File: config.mk
export PLATFORM = sky130hd
export DESIGN_NAME = csr_sequencer
export DESIGN_NICKNAME = d
export VERILOG_FILES = /design/src/rtl/csr_pkg.sv /design/src/rtl/csr_rr_arbiter.sv /design/src/rtl/csr_sequencer.sv
export SDC_FILE = /design/constraint.sdc
export NUM_CORES = 1
export LEC_CHECK = 0
export ABC_AREA = 0
export BUFFER_PORTS_ARGS = -buffer_cell sky130_fd_sc_hd__buf_2
export CAP_MARGIN = 20
export CORE_ASPECT_RATIO = 1.1
export CORE_UTILIZATION = 38
export DETAILED_ROUTE_END_ITERATION = 16
export HOLD_SLACK_MARGIN = 0.08
export PLACE_DENSITY = 0.67
export SLEW_MARGIN = 20
export SYNTH_ARGS = -nofsm -noshare
export SYNTH_HDL_FRONTEND = slang
export SYNTH_SLANG_ARGS = --single-unit
File: constraint.sdc
create_clock -name clk -period 3.2 [get_ports clk]
set_clock_uncertainty 0.15 [all_clocks]
set_input_delay 0.48 -clock clk [delete_from_list [all_inputs] [get_ports clk]]
set_output_delay 0.48 -clock clk [all_outputs]
set_load 0.01 [all_outputs]
File: src/rtl/csr_pkg.sv
// Shared types and defaults for the CSR read-modify-write sequencer.
package csr_pkg;

  localparam int XLEN_DEF   = 32;
  localparam int ADDR_W_DEF = 12;

  typedef enum logic [1:0] {
    RW = 2'd0,
    RS = 2'd1,
    RC = 2'd2
  } csr_op_e;

  typedef enum logic [1:0] {
    IDLE   = 2'd0,
    READ   = 2'd1,
    MODIFY = 2'd2,
    RESP   = 2'd3
  } seq_state_e;

  typedef enum logic {
    CORE = 1'b0,
    HOST = 1'b1
  } req_id_e;

  // Encoding 2'b11 is reserved and behaves as a plain write.
  function automatic csr_op_e decode_op(input logic [1:0] raw);
    return (raw == 2'b11) ? RW : csr_op_e'(raw);
  endfunction

endpackage

File: src/rtl/csr_rr_arbiter.sv
// Two-input round-robin grant; the requester not served last wins a tie.
module csr_rr_arbiter
  import csr_pkg::*;
(
  input  logic clk,
  input  logic rst_n,
  input  logic i_en,
  input  logic i_core_vld,
  input  logic i_host_vld,
  output logic o_gnt_core,
  output logic o_gnt_host
);

  req_id_e r_last;
  logic    w_pick_core;

  assign w_pick_core = i_core_vld && (!i_host_vld || (r_last == HOST));
  assign o_gnt_core  = i_en && w_pick_core;
  assign o_gnt_host  = i_en && i_host_vld && !w_pick_core;

  // A grant is always taken, so the history only moves on an accept.
  always_ff @(posedge clk or negedge rst_n) begin
    if (!rst_n)          r_last <= HOST;
    else if (o_gnt_core) r_last <= CORE;
    else if (o_gnt_host) r_last <= HOST;
  end

endmodule

File: src/rtl/csr_sequencer.sv
// Arbitrates core CSR instructions and host accesses, runs each as a
// fixed read-modify-write on the single-ported CSR file, returns old value.
module csr_sequencer
  import csr_pkg::*;
#(
  parameter int XLEN   = XLEN_DEF,
  parameter int ADDR_W = ADDR_W_DEF
) (
  input  logic              clk,
  input  logic              rst_n,
  input  logic              core_req_valid,
  output logic              core_req_ready,
  input  logic [1:0]        core_op,
  input  logic              core_use_imm,
  input  logic              core_rs1_is_x0,
  input  logic [XLEN-1:0]   core_rs1_val,
  input  logic [4:0]        core_zimm,
  input  logic [ADDR_W-1:0] core_addr,
  output logic              core_rsp_valid,
  output logic [XLEN-1:0]   core_rsp_rdata,
  input  logic              host_req_valid,
  output logic              host_req_ready,
  input  logic              host_we,
  input  logic [ADDR_W-1:0] host_addr,
  input  logic [XLEN-1:0]   host_wdata,
  output logic              host_rsp_valid,
  output logic [XLEN-1:0]   host_rsp_rdata,
  output logic              csr_ren,
  output logic [ADDR_W-1:0] csr_raddr,
  input  logic [XLEN-1:0]   csr_rdata,
  output logic              csr_wen,
  output logic [ADDR_W-1:0] csr_waddr,
  output logic [XLEN-1:0]   csr_wdata
);

  seq_state_e        r_state;
  req_id_e           r_id;
  csr_op_e           r_op;
  logic [ADDR_W-1:0] r_addr;
  logic [XLEN-1:0]   r_operand;
  logic              r_wr_en;
  logic [XLEN-1:0]   r_core_rdata;
  logic [XLEN-1:0]   r_host_rdata;

  logic            w_gnt_core;
  logic            w_gnt_host;
  logic            w_core_null;
  csr_op_e         w_core_op;
  logic [XLEN-1:0] w_core_opnd;
  logic [XLEN-1:0] w_new;
  logic            w_wen;

  // Ready must read low while reset is held, even with a request pending.
  csr_rr_arbiter u_arb (
    .clk        (clk),
    .rst_n      (rst_n),
    .i_en       ((r_state == IDLE) && rst_n),
    .i_core_vld (core_req_valid),
    .i_host_vld (host_req_valid),
    .o_gnt_core (w_gnt_core),
    .o_gnt_host (w_gnt_host)
  );

  assign core_req_ready = w_gnt_core;
  assign host_req_ready = w_gnt_host;

  assign w_core_op   = decode_op(core_op);
  assign w_core_opnd = core_use_imm ? {{(XLEN-5){1'b0}}, core_zimm} : core_rs1_val;
  assign w_core_null = core_use_imm ? (core_zimm == 5'd0) : core_rs1_is_x0;

  always_comb begin
    w_new = r_operand;
    unique case (r_op)
      RS:      w_new = csr_rdata | r_operand;
      RC:      w_new = csr_rdata & ~r_operand;
      default: w_new = r_operand;
    endcase
  end

  assign w_wen     = (r_state == MODIFY) && r_wr_en;
  assign csr_ren   = (r_state == READ);
  assign csr_raddr = csr_ren ? r_addr : '0;
  assign csr_wen   = w_wen;
  assign csr_waddr = w_wen ? r_addr : '0;
  assign csr_wdata = w_wen ? w_new  : '0;

  assign core_rsp_valid = (r_state == RESP) && (r_id == CORE);
  assign host_rsp_valid = (r_state == RESP) && (r_id == HOST);
  assign core_rsp_rdata = r_core_rdata;
  assign host_rsp_rdata = r_host_rdata;

  always_ff @(posedge clk or negedge rst_n) begin
    if (!rst_n) begin
      r_state      <= IDLE;
      r_id         <= CORE;
      r_op         <= RW;
      r_addr       <= '0;
      r_operand    <= '0;
      r_wr_en      <= 1'b0;
      r_core_rdata <= '0;
      r_host_rdata <= '0;
    end else begin
      unique case (r_state)
        IDLE: begin
          if (w_gnt_host) begin
            r_state   <= READ;
            r_id      <= HOST;
            r_op      <= RW;
            r_addr    <= host_addr;
            r_operand <= host_wdata;
            r_wr_en   <= host_we;
          end else if (w_gnt_core) begin
            r_state   <= READ;
            r_id      <= CORE;
            r_op      <= w_core_op;
            r_addr    <= core_addr;
            r_operand <= w_core_opnd;
            // Set/clear with a null source must not touch the CSR.
            r_wr_en   <= (w_core_op == RW) || !w_core_null;
          end
        end
        READ:   r_state <= MODIFY;
        MODIFY: begin
          // Per-requester copies so each rsp_rdata holds until its own next response.
          if (r_id == CORE) r_core_rdata <= csr_rdata;
          else              r_host_rdata <= csr_rdata;
          r_state <= RESP;
        end
        RESP:    r_state <= IDLE;
        default: r_state <= IDLE;
      endcase
    end
  end

endmodule
==> flow_summary.yaml <==
run_status:
  outcome: "complete, no violations"
detailed_routing:
  viasPerCell: 5.113
  wl_per_cell_um: 17.02
  ant_nets: 0
  drcViolationCount: 0
  firstDrtPassIters: 5
  wl_um: 17570
  drt-initial-drc-count: 292
  route.vias.total: 5277
synthesis:
  synthesis.area_sq_um: 5827
  synth_edf_count: 0
  synth_top_family_by_area: "simple AND/OR/NAND/NOR gates"
  synth_top_area_share: 0.4896
  synthMuxAreaShare: 0.1306
  yosys-top-cells-count: "114 x dfrtp_1, 66 x a21oi_1, 62 x mux2_2, 53 x inv_1, 39 x nand2_1"
  synth.avg_cell_area_sq_um: 10.10
  synth-simple-area-share: 0.1505
  synthMostInstantiatedCell: "dfrtp_1"
  syn_nets: 719
  synth_compound_area_frac: 0.1278
  synthArstFlopShare: 1.000
  synthAdderAreaFrac: 0.01718
  synthFlopType: "dfrtp_1"
  syn_inst: 577
  synth_xor_area_frac: 0
  ys_seq_area_frac: 0.4941
  synth_area_leaders: "dfrtp_1 49%, mux2_2 12%, a21oi_1 5.7%"
  yosysUniqueCellTypes: 38
  yosys.area.top_type: "dfrtp_1"
  synth_warnings: 0
  ys_ff_latch: 115
worst_setup_path:
  cp_max_fo: 32
  crit_chain: "inv_1 > ha_1 > or2_2 > a21oi_1 > nor3_1 > buf_2"
  crit_buf_inv: 2
  path_class: "flip-flop to output port"
  slowest_stage: "or2_2"
  start_kind: "flip-flop"
  cp.arrival_ps: 2250
  critPathRequiredTime_ps: 2570
  end_kind: "output port"
  slowest_delay_ps: 580
  crit_family: "simple AND/OR/NAND/NOR gates"
clock_tree:
  cts_tree: "done"
  cts_buffer_depth: 2
  cts.sinks: 115
  cts_setup_buffers: 0
  cts-root-buf: "clkbuf_16"
  cts.repair.resized: 0
  cts_made_buffers: 17
  insertion_delay_ps: 410
  htreeDepth: 4
  path_clk_slew_ps: 60
global_route:
  grt_pass1_vias: 5184
  grt_pass1_wl_um: 27480
  antenna_found_initial: 2
  grt_usage: 0.2262
  grt_max_degree: 66
  grt-ovfl-total: 0
hold_path:
  hold_path.class: "input pin to flip-flop"
floorplanning:
  die_area_sq_um: 15830
  core_sq_um: 15000
  die_y_um: 131.9
  row_count: 47
  die_x_um: 120.1
  initial_core_util: 0.3886
  io_pins: 260
sta:
  finalSetupViolCount: 0
  max_freq_ghz: 0.3475
  fin_crit_ps: 2878
  post-route-period-util: 0.8994
  tns_ps: 0
  drv_slew: 0
  tightest_slew_ps: 987.4
  max_slew_margin: 0.3417
  rsz0062_at_grt: "no"
  hold_violations: 0
placed_design:
  placed_cell_area_sq_um: 7204
  io_buffer_count: 259
  dp.cells: 999
  hpwl_um: 12130
  place.gp.congestion: 0.7922
cells_and_area:
  fin_nets: 965
  synthToLayoutAreaGrowth_pct: 33.78
  instances_no_fill: 1032
  drive_above_1_share: 0.4496
  fillers: 1399
  fin_area_sq_um: 7795
flow_run:
  maxCapViolations: 0
power_and_ir_drop:
  vdd_drop_max_v: 0.0006079
  power.density_nw_per_um2: 1020
  leakagePower_nw: 4.065
[placed cells by master, fill, tap and decap left out, types with 3 or more instances in the layout]
| cell type | instances |
|---|---|
| a21oi_1 | 66 |
| a222oi_1 | 12 |
| a22oi_1 | 5 |
| a31oi_1 | 29 |
| and2_1 | 13 |
| and3_1 | 12 |
| buf_2 | 258 |
| buf_4 | 12 |
| clkbuf_16 | 17 |
| clkbuf_8 | 3 |
| clkinv_2 | 5 |
| dfrtp_1 | 114 |
| ha_1 | 8 |
| inv_1 | 53 |
| mux2_2 | 62 |
| mux2i_1 | 4 |
| nand2_1 | 38 |
| nand3b_1 | 27 |
| nor2_1 | 31 |
| nor2b_1 | 3 |
| nor3_1 | 33 |
| o21ai_0 | 5 |
[stage by stage]
stage / total power, mW / hold WS, ps / util / setup slack, ps
floorplan: 4.893 / 34.41 / - / 1126
global placement: 6.060 / 320.2 / 0.4804 / 757.6
detailed placement: 6.152 / 325.4 / 0.4804 / 746.3
CTS: 8.046 / 116.1 / 0.5195 / 307.3
global route: 8.498 / 120.8 / 0.5197 / 151.2
finish: 7.953 / 132.6 / 0.5198 / 322.1
[kinds of logic after synthesis]
logic type | count (synthesis)
AO/OA/AOI/OAI | 122
buffers and inverters | 99
flip-flops | 115
AND/OR/NAND/NOR | 165
adder cells (fa/ha/maj) | 8
multiplexers | 68
[final cells by class]
| class | instances | area, sq um | area share |
|---|---|---|---|
| Antenna cell | 2 | 5.005 | 0.0006421 |
| Clock buffer | 20 | 466.7 | 0.05987 |
| Clock inverter | 10 | 108.9 | 0.01396 |
| Inverter | 55 | 211.5 | 0.02713 |
| Multi-Input combinational cell | 363 | 2487 | 0.3191 |
| Sequential cell | 115 | 2879 | 0.3693 |
| Tap cell | 196 | 245.2 | 0.03146 |
| Timing Repair Buffer | 271 | 1391 | 0.1785 |
[what timing repair did]
| item | CTS | global route |
|---|---|---|
| endpoints found under the setup margin | 0 | 0 |
| endpoints found under the hold margin | 1 | 0 |
| hold buffers | 1 | 0 |
[where the power goes]
group          switching (mW)  total [mW]  internal (mW)
combinational            1.89        3.42           1.53
clock                   0.663        1.85           1.19
sequential              0.471        2.68           2.21
total                    3.02        7.95           4.93
[flip-flops by register name, indices dropped and copies added, names as in the netlist]
register	cells
r_op	2
r_operand	32
u_arb.r_last	1
r_id	1
host_rsp_rdata	32
r_wr_en	1
r_addr	12
core_rsp_rdata	32
r_state	2
[worst paths after layout]
check,to,startpoint,slack [ps],depth (start not counted)
setup / recovery,csr_wdata[31],r_op[0]$_DFFE_PN0P_,320,6
setup reg to reg,core_rsp_rdata[8]$_DFFE_PN0P_,r_state[0]$_DFFE_PN0P_,930,5
max in group asynchronous,r_operand[8]$_DFFE_PN0P_,rst_n,1540,3
hold / removal,r_addr[0]$_DFFE_PN0P_,core_addr[0],130,3
hold reg to reg,core_rsp_rdata[6]$_DFFE_PN0P_,core_rsp_rdata[6]$_DFFE_PN0P_,330,1
min in group asynchronous,u_arb.r_last$_DFFE_PN1P_,rst_n,480,2
[layer usage]
metal  part of all wire  vias up  GRT usage
li1                   -     2519          -
met1               0.42     2543     0.2820
met3              0.060       22    0.06055
met2               0.50      193     0.3793
met5                  0        -          0
met4              0.018        0    0.07083
[tightest hold or removal path, delay by kind of cell]
family | cells | cell delay (ps)
buf+inv | 2 | 130
compound gates | 1 | 50
Power figures use the tool's default switching activity.
